### src/rtl/instr_fetch_queue_if.sv
// Fetch-to-memory and fetch-to-decode signal bundle for instr_fetch_queue.
// master = fetch queue side, slave = memory/consumer side.
interface instr_fetch_queue_if #(
  parameter int ADDR_W  = 8,
  parameter int INSTR_W = 16
);
  logic [ADDR_W-1:0]  imem_addr;
  logic [INSTR_W-1:0] imem_instr;
  logic               jump_en;
  logic [ADDR_W-1:0]  jump_target;
  logic               instr_valid;
  logic               instr_ready;
  logic [INSTR_W-1:0] instr_out;
  logic [ADDR_W-1:0]  pc_out;
  logic               halt;
  logic [15:0]        perf_fetch;
  logic [15:0]        perf_stall;
  logic [15:0]        perf_flush;

  modport master (
    output imem_addr, input imem_instr,
    input  jump_en, input jump_target,
    output instr_valid, input instr_ready, output instr_out, output pc_out, output halt,
    output perf_fetch, output perf_stall, output perf_flush
  );

  modport slave (
    input  imem_addr, output imem_instr,
    output jump_en, output jump_target,
    input  instr_valid, output instr_ready, input instr_out, input pc_out, input halt,
    input  perf_fetch, input perf_stall, input perf_flush
  );
endinterface

### src/rtl/instr_fetch_queue.sv
// Fetch PC owner plus prefetch FIFO of {address, word}; jump flush and halt-on-zero.
// Optional FETCH_PERF_EN builds saturating fetch/stall/flush counters; otherwise perf_* read 0.
module instr_fetch_queue #(
  parameter int               DEPTH    = 4,
  parameter int               ADDR_W   = 8,
  parameter int               INSTR_W  = 16,
  parameter logic [ADDR_W-1:0] RESET_PC = '0
) (
  input logic               clk,
  input logic               rst_n,
  instr_fetch_queue_if.master bus
);
  localparam int PTR_W = (DEPTH > 1) ? $clog2(DEPTH) : 1;
  localparam int CNT_W = PTR_W + 1;
  localparam logic [CNT_W-1:0] DEPTH_C = CNT_W'(DEPTH);

  logic [ADDR_W-1:0]  pc_mem   [DEPTH];
  logic [INSTR_W-1:0] word_mem [DEPTH];

  logic [ADDR_W-1:0] fetch_pc_q, fetch_pc_d;
  logic [PTR_W-1:0]  rd_ptr_q, rd_ptr_d, wr_ptr_q, wr_ptr_d;
  logic [CNT_W-1:0]  count_q, count_d;
  logic              halted_q, halted_d;
  logic              valid, push, pop;

  assign valid = (count_q != '0);
  // A jump cycle records neither a push nor a pop.
  assign pop   = valid && bus.instr_ready && !bus.jump_en;
  assign push  = !bus.jump_en && !halted_q && ((count_q < DEPTH_C) || pop);

  assign bus.imem_addr   = fetch_pc_q;
  assign bus.instr_valid = valid;
  assign bus.instr_out   = valid ? word_mem[rd_ptr_q] : '0;
  assign bus.pc_out      = valid ? pc_mem[rd_ptr_q]   : '0;
  assign bus.halt        = valid && (word_mem[rd_ptr_q] == '0);

  always_comb begin
    fetch_pc_d = fetch_pc_q;
    rd_ptr_d   = rd_ptr_q;
    wr_ptr_d   = wr_ptr_q;
    count_d    = count_q;
    halted_d   = halted_q;
    if (bus.jump_en) begin
      fetch_pc_d = bus.jump_target;
      rd_ptr_d   = '0;
      wr_ptr_d   = '0;
      count_d    = '0;
      halted_d   = 1'b0;
    end else begin
      if (push) begin
        fetch_pc_d = fetch_pc_q + ADDR_W'(1);
        wr_ptr_d   = wr_ptr_q + PTR_W'(1);
        if (bus.imem_instr == '0) halted_d = 1'b1;
      end
      if (pop) rd_ptr_d = rd_ptr_q + PTR_W'(1);
      case ({push, pop})
        2'b10:   count_d = count_q + CNT_W'(1);
        2'b01:   count_d = count_q - CNT_W'(1);
        default: count_d = count_q;
      endcase
    end
  end

  always_ff @(posedge clk or negedge rst_n) begin
    if (!rst_n) begin
      fetch_pc_q <= RESET_PC;
      rd_ptr_q   <= '0;
      wr_ptr_q   <= '0;
      count_q    <= '0;
      halted_q   <= 1'b0;
    end else begin
      fetch_pc_q <= fetch_pc_d;
      rd_ptr_q   <= rd_ptr_d;
      wr_ptr_q   <= wr_ptr_d;
      count_q    <= count_d;
      halted_q   <= halted_d;
    end
  end

  // Storage carries no reset; count_q alone decides which entries are live.
  for (genvar gi = 0; gi < DEPTH; gi++) begin : g_entry
    always_ff @(posedge clk) begin
      if (push && (wr_ptr_q == PTR_W'(gi))) begin
        pc_mem[gi]   <= fetch_pc_q;
        word_mem[gi] <= bus.imem_instr;
      end
    end
  end

`ifdef FETCH_PERF_EN
  logic [15:0] perf_fetch_q, perf_stall_q, perf_flush_q;

  always_ff @(posedge clk or negedge rst_n) begin
    if (!rst_n) begin
      perf_fetch_q <= '0;
      perf_stall_q <= '0;
      perf_flush_q <= '0;
    end else begin
      if (push && (perf_fetch_q != 16'hFFFF)) perf_fetch_q <= perf_fetch_q + 16'd1;
      if (valid && !bus.instr_ready && (perf_stall_q != 16'hFFFF))
        perf_stall_q <= perf_stall_q + 16'd1;
      if (bus.jump_en && (perf_flush_q != 16'hFFFF)) perf_flush_q <= perf_flush_q + 16'd1;
    end
  end

  assign bus.perf_fetch = perf_fetch_q;
  assign bus.perf_stall = perf_stall_q;
  assign bus.perf_flush = perf_flush_q;
`else
  assign bus.perf_fetch = 16'h0000;
  assign bus.perf_stall = 16'h0000;
  assign bus.perf_flush = 16'h0000;
`endif
endmodule

### src/flat_wrapper.sv
// flat-port wrapper written by rule: the top's interface ports become plain ports
module instr_fetch_queue_flat 
#(
  parameter int               DEPTH    = 4,
  parameter int               ADDR_W   = 8,
  parameter int               INSTR_W  = 16,
  parameter logic [ADDR_W-1:0] RESET_PC = '0
)
  (clk, rst_n, bus_imem_addr, bus_imem_instr, bus_jump_en, bus_jump_target, bus_instr_valid, bus_instr_ready, bus_instr_out, bus_pc_out, bus_halt, bus_perf_fetch, bus_perf_stall, bus_perf_flush);
  instr_fetch_queue_if #(.ADDR_W(ADDR_W), .INSTR_W(INSTR_W)) bus_i ();
  input logic clk;
  input logic rst_n;
  output wire logic [$bits(bus_i.imem_addr)-1:0] bus_imem_addr;
  input wire logic [$bits(bus_i.imem_instr)-1:0] bus_imem_instr;
  input wire logic [$bits(bus_i.jump_en)-1:0] bus_jump_en;
  input wire logic [$bits(bus_i.jump_target)-1:0] bus_jump_target;
  output wire logic [$bits(bus_i.instr_valid)-1:0] bus_instr_valid;
  input wire logic [$bits(bus_i.instr_ready)-1:0] bus_instr_ready;
  output wire logic [$bits(bus_i.instr_out)-1:0] bus_instr_out;
  output wire logic [$bits(bus_i.pc_out)-1:0] bus_pc_out;
  output wire logic [$bits(bus_i.halt)-1:0] bus_halt;
  output wire logic [$bits(bus_i.perf_fetch)-1:0] bus_perf_fetch;
  output wire logic [$bits(bus_i.perf_stall)-1:0] bus_perf_stall;
  output wire logic [$bits(bus_i.perf_flush)-1:0] bus_perf_flush;
  assign bus_imem_addr = bus_i.imem_addr;
  assign bus_i.imem_instr = bus_imem_instr;
  assign bus_i.jump_en = bus_jump_en;
  assign bus_i.jump_target = bus_jump_target;
  assign bus_instr_valid = bus_i.instr_valid;
  assign bus_i.instr_ready = bus_instr_ready;
  assign bus_instr_out = bus_i.instr_out;
  assign bus_pc_out = bus_i.pc_out;
  assign bus_halt = bus_i.halt;
  assign bus_perf_fetch = bus_i.perf_fetch;
  assign bus_perf_stall = bus_i.perf_stall;
  assign bus_perf_flush = bus_i.perf_flush;
  instr_fetch_queue #(.DEPTH(DEPTH), .ADDR_W(ADDR_W), .INSTR_W(INSTR_W), .RESET_PC(RESET_PC)) u_core (.clk(clk), .rst_n(rst_n), .bus(bus_i));
endmodule
### config.mk
export PLATFORM = sky130hd
export DESIGN_NAME = instr_fetch_queue_flat
export DESIGN_NICKNAME = d
export VERILOG_FILES = /design/src/rtl/instr_fetch_queue_if.sv /design/src/rtl/instr_fetch_queue.sv /design/src/flat_wrapper.sv
export SDC_FILE = /design/constraint.sdc
export NUM_CORES = 1
export LEC_CHECK = 0
export ABC_AREA = 1
export CAP_MARGIN = 20
export CORE_ASPECT_RATIO = 0.5
export CORE_UTILIZATION = 30
export CTS_BUF_LIST = sky130_fd_sc_hd__clkbuf_16
export CTS_CLUSTER_DIAMETER = 80
export DETAILED_ROUTE_END_ITERATION = 12
export PLACE_DENSITY = 0.66
export SETUP_SLACK_MARGIN = 0.1
export SLEW_MARGIN = 20
export SYNTH_ARGS = -nofsm -noshare
export SYNTH_HDL_FRONTEND = slang
export SYNTH_SLANG_ARGS = --single-unit
### constraint.sdc
create_clock -name clk -period 2.1 [get_ports clk]
set_input_delay 0.315 -clock clk [delete_from_list [all_inputs] [get_ports clk]]
set_output_delay 0.315 -clock clk [all_outputs]
set_load 0.01 [all_outputs]
==> run metrics <==
Hold Worst Slack=0.308 ns; number of placement rows=33; drt wl/cell=13.2 um; critical path type=reg -> out; Achievable Freq=484 MHz; clock slew at reported path FFs=0.07 ns; Avg Inst Size Synth=10.4 sq um; RSZ-0062 raised after global routing=yes; post-route ant nets=0; Leakage Power=0.00264 uW; library cells used by synthesis=30; Vias=3537; global-route wire length before repair=16800 um; Final Cycle Share=98.4%; Clock Path Buffers=2; port buffer count=61; initial detailed-routing violation count=238; Max Transition Viols Final=0; CTS Sinks=112; final setup violation count=0; Top Metal Used=met4; vias per cell=4.29; Hold WC Path Type=in -> async; #FFs+latches synth=112; n_diodes=0; Post-CTS Hold Buffers=0; Crit path required time=1.78 ns; DR pass1 iterations=5; TritonCTS buffer count=9; H-tree Lvls=3; WP data arrival=1.75 ns; post-synthesis sequential area ratio=63.4%; Post-layout nets=627; placeable core region=16600 sq um; Metal-1 WL=5020 um; Met2 Wirelength=5330 um; global placer's final weighted congestion=0.777; Post-Syn Instances=500; Clock Latency Late Sink=0.34 ns; I/O pin count=110; Warnings, synthesis=0; PnR worst setup slack=0.0327 ns; Placement Cell Area=6170 sq um; wire length on met3=483 um; Total Routed Length=10900 um; Synth Cell Area=5180 sq um; Layout area overhead=25.6%; Placement Setup Slack=-0.124 ns; CTS tree=built; initial antenna violation count=0; Critical Path Fanout Max=11; dpl hpwl=7220 um; crit start category=flop; Power Density=1080 nW/um^2; final hold vios=0; DRC=0; Die Y-Extent=94.9 um; total track usage=12.4%; max-cap violations=0; Die X=188 um; vias in the first global route=3071; worst clock skew=0.00570 ns; Root Driver=clkbuf_16; die area=17800 sq um; Critical Path End Type=primary output; Max VDD drop=0.480 mV; status=finished clean; Finished Cell Area=6500 sq um; layout cells sized above 1=18.9%; crit path time final=2.07 ns; grt ovf=0; Initial Util=31.1%; largest net degree at the start of global routing=26
==> timing repair <==
action | in CTS | in global routing
setup buffers | 2 | 1
gates cloned | 0 | 1
endpoints found under the setup margin | 25 | 27
resized for setup | 87 | 37
pin swaps | 4 | 12
==> routing by layer <==
layer,vias up,GRT usage (%)
li1,1756,-
met1,1672,16.7
met2,105,20.6
met3,4,2.60
met4,0,2.57
met5,-,0
==> cells in the mapped netlist, drive strengths merged <==
library cell | count | share of area, %
and2 | 1 | 0.12
a21oi | 13 | 1.3
edfxtp | 96 | 56
buf | 61 | 8.5
ha | 5 | 1.2
a22oi | 1 | 0.15
o21ai | 25 | 2.6
o221ai | 1 | 0.17
xnor2 | 2 | 0.34
clkbuf | 6 | 0.43
inv | 26 | 1.9
dfrtp | 16 | 7.7
o211ai | 3 | 0.43
nor3 | 1 | 0.097
nor2 | 76 | 5.6
o22ai | 1 | 0.12
conb | 1 | 0.072
nand2 | 121 | 8.8
nand4 | 2 | 0.24
xor2 | 2 | 0.34
o21bai | 1 | 0.15
fa | 1 | 0.39
nand3 | 38 | 3.7
==> flip-flops by register name, summed over array words and instances, names as in the netlist <==
name,flops
u_core.wr_ptr_q,2
u_core.count_q,3
u_core.bus.imem_addr,8
u_core.halted_q,1
u_core.word_mem,64
u_core.pc_mem,32
u_core.rd_ptr_q,2
==> layout by cell type (no fill, tap or decap), types with 4 or more instances in the layout <==
cell             count
inv_1               22
o21ai_1              6
nand3_2              4
nand2_2             13
conb_1              48
buf_12               7
nor2_1              67
buf_4               27
buf_2               15
nand3_1             34
dfrtp_1             15
clkbuf_2             4
clkdlybuf4s15_2      5
nor2_2               9
ha_1                 5
edfxtp_1            96
clkbuf_16           10
o21ai_0             18
nand2_1            108
clkdlybuf4s50_1     36
a21oi_1             13
==> worst max-delay path, cell delays in order (launching register included) <==
cell       delay, ns
dfrtp_2         0.42
inv_4           0.07
clkbuf_16       0.17
nand2_1         0.06
nand3_1         0.06
nand2_1         0.09
nand2_1         0.07
nor2_2          0.13
nand3_2         0.10
nor2_1          0.11
buf_2           0.13
==> layout make-up <==
class / count / area (sq um)
clock buffers: 9 / 225
clock inverters: 7 / 57.6
fillers: 1569 / 10100
inverters: 26 / 103
multi-input cells: 342 / 1580
flip-flops and latches: 112 / 3280
well taps: 227 / 284
repair buffers: 102 / 967
==> metrics by stage <==
step / total power [uW] / utilization (%) / TNS [ns] / std cells
6_report: 7000 / 39.1 / 0 / 825
5_1_grt: 7420 / 39.1 / -0.138 / 825
4_1_cts: 6990 / 38.7 / -0.0189 / 824
3_5_place_dp: 5520 / 37.1 / -0.124 / 806
3_3_place_gp: 5480 / 37.1 / -0.157 / 806
2_1_floorplan: 4270 / - / -6.75 / 547
==> final timing paths <==
path                                                 from                             endpoint  slack (ns)  cells past startpoint
max                        u_core.rd_ptr_q[0]$_DFFE_PN0P_                             bus_halt        0.03                     10
min                                                 rst_n  u_core.bus.imem_addr[0]$_DFFE_PN0P_        0.31                      2
max reg2reg                 u_core.count_q[0]$_DFFE_PN0P_        u_core.count_q[2]$_DFFE_PN0P_        0.25                     10
max in group asynchronous                           rst_n       u_core.rd_ptr_q[0]$_DFFE_PN0P_        1.58                      2
min reg2reg                 u_core.count_q[0]$_DFFE_PN0P_        u_core.count_q[0]$_DFFE_PN0P_        0.57                      2
min in group clk                       bus_jump_target[3]  u_core.bus.imem_addr[3]$_DFFE_PN0P_        0.57                      3
==> cells by family (layout without fill, tap and decap cells) <==
| kind of cell | after synthesis | after routing | share of synthesized area [%] |
|---|---|---|---|
| simple gates | 239 | 239 | 18.5 |
| flops | 112 | 112 | 63.4 |
| buf+inv | 93 | 144 | 10.8 |
| compound gates | 45 | 45 | 4.91 |
| fa+ha+maj | 6 | 6 | 1.59 |
| xor+xnor | 4 | 4 | 0.677 |
| other cells | 1 | 48 | 0.0724 |
==> power by group <==
group	leakage, uW	internal, uW	switching (uW)	total, uW
clock network	0.000139	819	754	1570
logic	0.00142	1040	1400	2450
registers	0.00108	2800	170	2970
(Power assumes the default switching activity.)
